`config.mk`:
```
export PLATFORM = sky130hd
export DESIGN_NAME = instr_mem_loader
export DESIGN_NICKNAME = d
export VERILOG_FILES = /design/src/rtl/instr_mem_loader.sv
export SDC_FILE = /design/constraint.sdc
export NUM_CORES = 1
export LEC_CHECK = 0
export BUFFER_PORTS_ARGS = -buffer_cell sky130_fd_sc_hd__buf_2
export CORE_MARGIN = 10
export CORE_UTILIZATION = 53
export CTS_CLUSTER_SIZE = 16
export DETAILED_ROUTE_END_ITERATION = 16
export PLACE_DENSITY = 0.8
export SLEW_MARGIN = 20
export SYNTH_ARGS = -nofsm -noshare
export SYNTH_HDL_FRONTEND = slang
export SYNTH_SLANG_ARGS = --single-unit
```
`constraint.sdc`:
```
create_clock -name clk -period 3.55 [get_ports clk]
set_clock_uncertainty 0.2 [all_clocks]
set_input_delay 0.5325 -clock clk [delete_from_list [all_inputs] [get_ports clk]]
set_output_delay 0.5325 -clock clk [all_outputs]
set_load 0.02 [all_outputs]
```
`src/rtl/instr_mem_loader.sv`:
```
// Streams 32-bit words from a valid/ready source into a byte-wide memory,
// writing each word as four little-endian byte writes at consecutive addresses.
module instr_mem_loader #(
  parameter int A_length = 12,
  parameter int D_length = 8
) (
  input  logic                  clk,
  input  logic                  rst_n,
  input  logic                  start,
  input  logic [A_length-1:0]   base_addr,
  input  logic [A_length-2:0]   word_count,
  input  logic                  in_valid,
  input  logic [31:0]           in_data,
  output logic                  in_ready,
  output logic                  wr_en,
  output logic [A_length-1:0]   wr_addr,
  output logic [D_length-1:0]   wr_data,
  output logic                  busy,
  output logic                  done,
  output logic                  err
);

  typedef enum logic [1:0] {
    IDLE      = 2'd0,
    WAIT_WORD = 2'd1,
    WRITE     = 2'd2,
    DONE      = 2'd3
  } state_t;

  state_t                state_q, state_d;
  logic [A_length-1:0]   addr_q, addr_d;
  logic [A_length-2:0]   count_q, count_d;
  logic [31:0]           word_q, word_d;
  logic [1:0]            idx_q, idx_d;
  logic                  err_q, err_d;

  logic [A_length:0]     addr_adv;
  logic [A_length-2:0]   count_dec;
  logic [7:0]            byte_sel;

  assign addr_adv  = {1'b0, addr_q} + (A_length+1)'(4);
  assign count_dec = count_q - 1'b1;
  assign byte_sel  = word_q[8*idx_q +: 8];

  always_comb begin
    state_d = state_q;
    addr_d  = addr_q;
    count_d = count_q;
    word_d  = word_q;
    idx_d   = idx_q;
    err_d   = err_q;
    case (state_q)
      IDLE: begin
        if (start) begin
          addr_d  = {base_addr[A_length-1:2], 2'b00};
          count_d = word_count;
          err_d   = 1'b0;
          state_d = (word_count == '0) ? DONE : WAIT_WORD;
        end
      end
      WAIT_WORD: begin
        if (in_valid) begin
          word_d  = in_data;
          idx_d   = 2'd0;
          state_d = WRITE;
        end
      end
      WRITE: begin
        idx_d = idx_q + 2'd1;
        if (idx_q == 2'd3) begin
          addr_d  = addr_adv[A_length-1:0];
          count_d = count_dec;
          // The next word's bytes land at a wrapped address only if one follows.
          if (addr_adv[A_length] && (count_dec != '0)) begin
            err_d = 1'b1;
          end
          state_d = (count_dec != '0) ? WAIT_WORD : DONE;
        end
      end
      DONE: begin
        state_d = IDLE;
      end
      default: state_d = IDLE;
    endcase
  end

  always_ff @(posedge clk or negedge rst_n) begin
    if (!rst_n) begin
      state_q <= IDLE;
      addr_q  <= '0;
      count_q <= '0;
      word_q  <= '0;
      idx_q   <= '0;
      err_q   <= 1'b0;
    end else begin
      state_q <= state_d;
      addr_q  <= addr_d;
      count_q <= count_d;
      word_q  <= word_d;
      idx_q   <= idx_d;
      err_q   <= err_d;
    end
  end

  // Outputs decode from state so an asserted reset clears them without a clock.
  always_comb begin
    in_ready = (state_q == WAIT_WORD);
    wr_en    = (state_q == WRITE);
    busy     = (state_q != IDLE);
    done     = (state_q == DONE);
    err      = err_q;
    wr_addr  = '0;
    wr_data  = '0;
    if (state_q == WRITE) begin
      wr_addr = addr_q + A_length'(idx_q);
      wr_data = D_length'(byte_sel);
    end
  end

endmodule
```
==> impl_metrics.yaml, run 1 <==
timing:
  finalCritPeriodShare_pct: 82.0
  max_freq_ghz: 0.343
  finalHoldViolCount: 0
  slew-limit-headroom_pct: 51.4
  finalWorstSetupSlack_ns: 0.638
  period_minus_slack_ns: 2.91
  holdWs_ns: 0.00275
  tightestPinTransition_ns: 0.728
  fin_tns_setup_ns: 0
  setup_viol: 0
  drv_slew: 0
  grt_setup_unrepaired: "no"
yosys:
  syn-mean-instance-area_um2: 10.2
  netlist_top_cells_area: "dfrtp_1 46%, mux2_2 11%, mux4_2 5.7%"
  synth_cell_type_count: 50
  synth_nets: 374
  synthFlopType: "dfrtp_1"
  syn_inst: 311
  synth-edff-count: 0
  netlist_area_um2: 3170
  ys_ff_latch: 58
  synth_largest_area_cell: "dfrtp_1"
  yosysWarnings: 0
  synth_common_cells: "58 x dfrtp_1, 32 x mux2_2, 31 x nand2_1"
  ys_seq_area_share_pct: 45.8
  async_flop_share_pct: 100
  yosysMostFrequentCell: "dfrtp_1"
  synth_top_area_share_pct: 45.8
pwr:
  p_leak_nw: 1.77
  p_per_area_nw_per_um2: 901
  ir_drop_v: 0.000518
die:
  placement_rows: 28
  io_pins: 84
  die_area_um2: 9470
  initial_core_util_pct: 54.1
  die_y_um: 97.3
  die_w_um: 97.3
  core_um2: 5850
finish:
  syn_to_final_growth_pct: 21.5
  utilization_pct: 65.8
  nets: 452
  antennaDiodeCount: 0
  drive_gt1_share_pct: 38.6
clocking:
  htree_levels: 3
  cts_resized: 0
  cts-root-buf: "clkbuf_8"
  clock-sinks: 58
  cts.reportedPaths.clkPinSlew_ns: 0.07
  cts_tree: "yes"
  numCtsBuffers: 9
  clock_path_buffers: 2
  insertion_delay_ns: 0.33
  holdBufCountCts: 0
  postCtsSetupRepairBufs: 0
worst_setup_path:
  crit_path_top_delay_cell: "dfrtp_1"
  arrival_ns: 2.18
  crit_fanout: 28
  r2r-start: "count_q[0]$_DFFE_PN0P_"
  cp-startpoint: "state_q[1]$_DFFE_PN0P_"
  critical_path_class: "reg -> out"
  crit_family: "buffers and inverters"
  cp_num_buf_inv: 3
  crit_path_end_kind: "output port"
  crit_chain: "nand2_1 > inv_1 > nand2_1 > inv_1 > buf_2"
  critPathRequiredTime_ns: 2.82
  critPathMaxStageDelay_ns: 0.70
  startpoint_type: "flip-flop"
global_routing:
  grt_pass1_vias: 2813
  grt_pass1_wl_um: 13500
  grt_overflow: 0
  antenna_found_initial: 0
  grt_max_degree: 48
  grt_usage_pct: 16.9
route:
  post_drt_wl_per_cell_um: 16.9
  vias: 2691
  drc: 0
  drt_first_pass_iters: 4
  ant_nets: 0
  viasPerCell: 5.74
  drt_wl_total_um: 7920
  drtIter0Drc: 109
place:
  gp_congestion: 0.960
  port_buffers: 81
  place_ws_ns: 0.799
  hpwl_um: 5720
run:
  cap_violations: 0
status:
  status: "finished clean"
min_path:
  hold_class: "in -> async"
## final cells by class
cell class	count	area (um^2)
tap	75	93.8
clock buffer	11	141
clock inverter	5	77.6
multi-input combinational	225	1600
fill	497	2000
inverter	8	30.0
timing repair buffer	87	453
sequential	58	1450
## cells by family after synthesis
| logic type | share of synthesized area, % |
|---|---|
| AO/OA/AOI/OAI | 14.3 |
| XOR/XNOR | 0.830 |
| adder cells (fa/ha/maj) | 1.58 |
| buffers and inverters | 3.60 |
| flip-flops | 45.8 |
| multiplexers | 17.4 |
| AND/OR/NAND/NOR | 16.4 |
## flip-flops by register name, indices dropped and copies added (netlist names)
register and cells:
idx_q 2, err 1, addr_q 10, word_q 32, state_q 2, count_q 11
## metrics by stage
step | power, mW | instance area [um^2] | cells
2_1_floorplan | 2.39 | 3170 | 311
3_5_place_dp | 2.81 | 3630 | 453
4_1_cts | 3.49 | 3850 | 469
6_report | 3.47 | 3850 | 469
5_1_grt | 3.75 | 3850 | 469
3_3_place_gp | 2.73 | 3630 | 453
## worst paths after layout
check / end / slack, ns / cells past startpoint
worst min-delay path: addr_q[9]$_DFFE_PN0P_ / 0.003 / 1
worst max-delay path: wr_addr[9] / 0.64 / 5
worst max register to register: err$_DFFE_PN0P_ / 0.77 / 7
min in group clk: state_q[0]$_DFFE_PN0P_ / 0.22 / 2
max in group asynchronous: word_q[26]$_DFFE_PN0P_ / 2.53 / 2
worst min register to register: err$_DFFE_PN0P_ / 0.29 / 2
## layer usage
layer / global-route usage [%] / routed length, um / up-vias
li1: - / - / 1289
met1: 20.9 / 3350 / 1294
met2: 26.5 / 3780 / 94
met3: 6.97 / 689 / 14
met4: 4.92 / 104 / 0
met5: 0 / 0 / -
## layout by cell type (no fill, tap or decap), types with 2 or more instances in the layout
cell type / Yosys / routed
clkinv_2: 0 / 2
mux2_2: 32 / 32
nand4_1: 4 / 4
a22oi_1: 3 / 3
o22ai_1: 5 / 5
and2_1: 18 / 18
nand3_1: 9 / 9
nor4_1: 4 / 4
clkbuf_8: 0 / 10
buf_2: 1 / 80
nand2_1: 31 / 31
bufinv_16: 0 / 2
nor2_1: 19 / 19
a21o_1: 2 / 2
or3_2: 2 / 2
o31ai_1: 2 / 2
xor2_1: 2 / 2
o21ai_0: 22 / 22
nor3_1: 6 / 6
inv_1: 8 / 8
and3_1: 2 / 2
a21oi_1: 22 / 22
a31oi_1: 5 / 5
mux4_2: 8 / 8
ha_1: 4 / 4
buf_4: 1 / 7
dfrtp_1: 58 / 58
## where the power goes
part	switching (mW)	internal (mW)	total, mW
Combinational	0.755	0.714	1.47
Clock	0.258	0.412	0.670
Sequential	0.340	0.987	1.33
Total	1.35	2.11	3.47
Power figures use the tool's default switching activity.
==> run 2: changes to the inputs <==
clock period = 2.68 ns   (was 3.55 ns; I/O delays follow)
==> run 2 against run 1 <==
The run now ends with negative hold slack left. Die area unchanged. Cell area up 1.9%. Hold slack worse by 0.012 ns. Power up 37%. Combinational power up 46%. Sequential share of layout area down 0.69 points. Final cell count up 1.1%. Critical endpoint is now err$_DFFE_PN0P_. Clock power up 35%. Sequential power up 26%. Core utilization up 1.2 points. First-iteration DRC count up 30%. Register-to-register slack worse by 0.70 ns.
==> impl_metrics.yaml, run 2 (synthesized netlist as in run 1, its figures left out) <==
route:
  post_drt_wl_per_cell_um: 17.7
  drt_wl_total_um: 8390
  vias: 2752
  drtIter0Drc: 142
  viasPerCell: 5.81
  drt_first_pass_iters: 4
  ant_nets: 0
  drc: 0
clocking:
  holdBufCountCts: 0
  clock_path_buffers: 2
  numCtsBuffers: 9
  postCtsSetupRepairBufs: 0
  insertion_delay_ns: 0.34
  cts.reportedPaths.clkPinSlew_ns: 0.07
  cts_resized: 0
  htree_levels: 3
  cts-root-buf: "clkbuf_8"
  clock-sinks: 58
  cts_tree: "yes"
finish:
  largest_register_ffs: 32
  antennaDiodeCount: 0
  layout_commonest_cell: "buf_2"
  layout_common_cells: "81 x buf_2, 58 x dfrtp_1, 32 x mux2_2"
  top_regs: "word_q x32, count_q x11, addr_q x10"
  nets: 458
  instances_no_fill: 474
  drive_gt1_share_pct: 39.3
  syn_to_final_growth_pct: 23.8
  largest_register: "word_q"
pwr:
  p_per_area_nw_per_um2: 1210
  power_frac_comb_pct: 45.4
  p_switching_mw: 1.85
  p_leak_nw: 1.80
  clockPowerShare_pct: 19.0
  ir_drop_v: 0.000602
  internal-power_mw: 2.89
  power_frac_seq_pct: 35.5
  p_sw_share_pct: 39.0
die:
  die_w_um: 97.3
  io_pins: 84
  core_um2: 5850
  placement_rows: 28
  die_y_um: 97.3
  initial_core_util_pct: 54.1
  die_area_um2: 9470
min_path:
  hold_class: "in -> async"
timing:
  tightestPinTransition_ns: 0.719
  fin_tns_setup_ns: 0
  setup_viol: 0
  max_freq_ghz: 0.382
  finalHoldViolCount: 4
  slew-limit-headroom_pct: 52.1
  drv_slew: 0
  finalWorstSetupSlack_ns: 0.0655
  holdWs_ns: -0.00967
  period_minus_slack_ns: 2.61
  finalCritPeriodShare_pct: 97.6
worst_setup_path:
  critical_path_class: "reg -> reg"
  r2r-start: "count_q[2]$_DFFE_PN0P_"
  rr_worst_depth: 6
  r2r_setup_slack_ns: 0.07
  crit_fanout: 7
  critPathRequiredTime_ns: 2.70
  arrival_ns: 2.63
  crit_path_end_kind: "flip-flop"
  startpoint_type: "flip-flop"
  timing.rr.end: "err$_DFFE_PN0P_"
place:
  port_buffers: 81
  dp_cells: 459
  hpwl_um: 6020
  gp_congestion: 0.945
  place_ws_ns: 0.145
run:
  cap_violations: 0
global_routing:
  gr-usage-met1_pct: 19.6
  busiest_layer: "met2"
  grt_util_met3_pct: 7.68
  grt_max_degree: 59
  grt_usage_pct: 17.4
  grt.met2_usage_pct: 28.9
  antenna_found_initial: 0
  grt_overflow: 0
  grt_pass1_vias: 2880
  grt_pass1_wl_um: 13800
status:
  violations: "negative hold slack"
  status: "finished, violations left"
-- run 2: cell count changes in the layout (fill, tap and decap cells not counted), sizes merged --
cell | before | now
buf | 87 | 93
clkbuf | 11 | 13
clkinv | 2 | 0
inv | 8 | 7
-- run 2: through the flow --
step | util [%] | power (mW) | hold WS (ns) | area (um^2)
final | 67.0 | 4.74 | -0.00967 | 3920
after global routing | 67.0 | 5.10 | 0.0422 | 3920
after CTS | 66.7 | 4.75 | 0.0130 | 3900
after detailed placement | 63.0 | 3.82 | 0.288 | 3680
after global placement | 63.0 | 3.69 | 0.266 | 3680
after floorplan | - | 3.17 | -0.0936 | 3170
-- run 2: power by group through the flow --
stage | combinational (mW) | sequential, mW | clock, mW
2_1_floorplan | 1.60 | 1.56 | 0
3_3_place_gp | 2.05 | 1.65 | 0
3_5_place_dp | 2.13 | 1.69 | 0
4_1_cts | 2.15 | 1.68 | 0.922
5_1_grt | 2.39 | 1.74 | 0.964
6_report | 2.15 | 1.68 | 0.902
-- run 2: how the worst max path moves through the flow --
stage                            from         endpoint  slack (ns)  depth (start not counted)
2_1_floorplan  count_q[0]$_DFFE_PN0P_  err$_DFFE_PN0P_        0.17                          9
3_3_place_gp   count_q[0]$_DFFE_PN0P_  err$_DFFE_PN0P_        0.27                          7
3_5_place_dp   count_q[0]$_DFFE_PN0P_  err$_DFFE_PN0P_        0.15                          7
4_1_cts        state_q[0]$_DFFE_PN0P_       wr_data[3]        0.10                          6
6_report       count_q[2]$_DFFE_PN0P_  err$_DFFE_PN0P_        0.07                          6
5_1_grt        count_q[1]$_DFFE_PN0P_  err$_DFFE_PN0P_       -0.02                          7
-- run 2: metal layers --
metal | up-vias | share of wire, %
li1 | 1299 | -
met5 | - | 0
met3 | 18 | 8.8
met2 | 106 | 50
met1 | 1329 | 39
met4 | 0 | 1.9
-- run 2: final cells by class --
cell class	count	area, um^2
clock buffers	13	159
clock inverters	2	60.1
fillers	479	1930
inverters	8	33.8
multi-input cells	225	1610
flip-flops and latches	58	1450
well taps	75	93.8
repair buffers	93	508
-- run 2: worst max-delay path: stages (launching register included) --
cell       delay (ns)
dfrtp_1          0.39
buf_4            0.16
or3_2            0.50
o31a_1           0.30
a211oi_1         0.44
a2111oi_4        0.14
o41ai_1          0.36
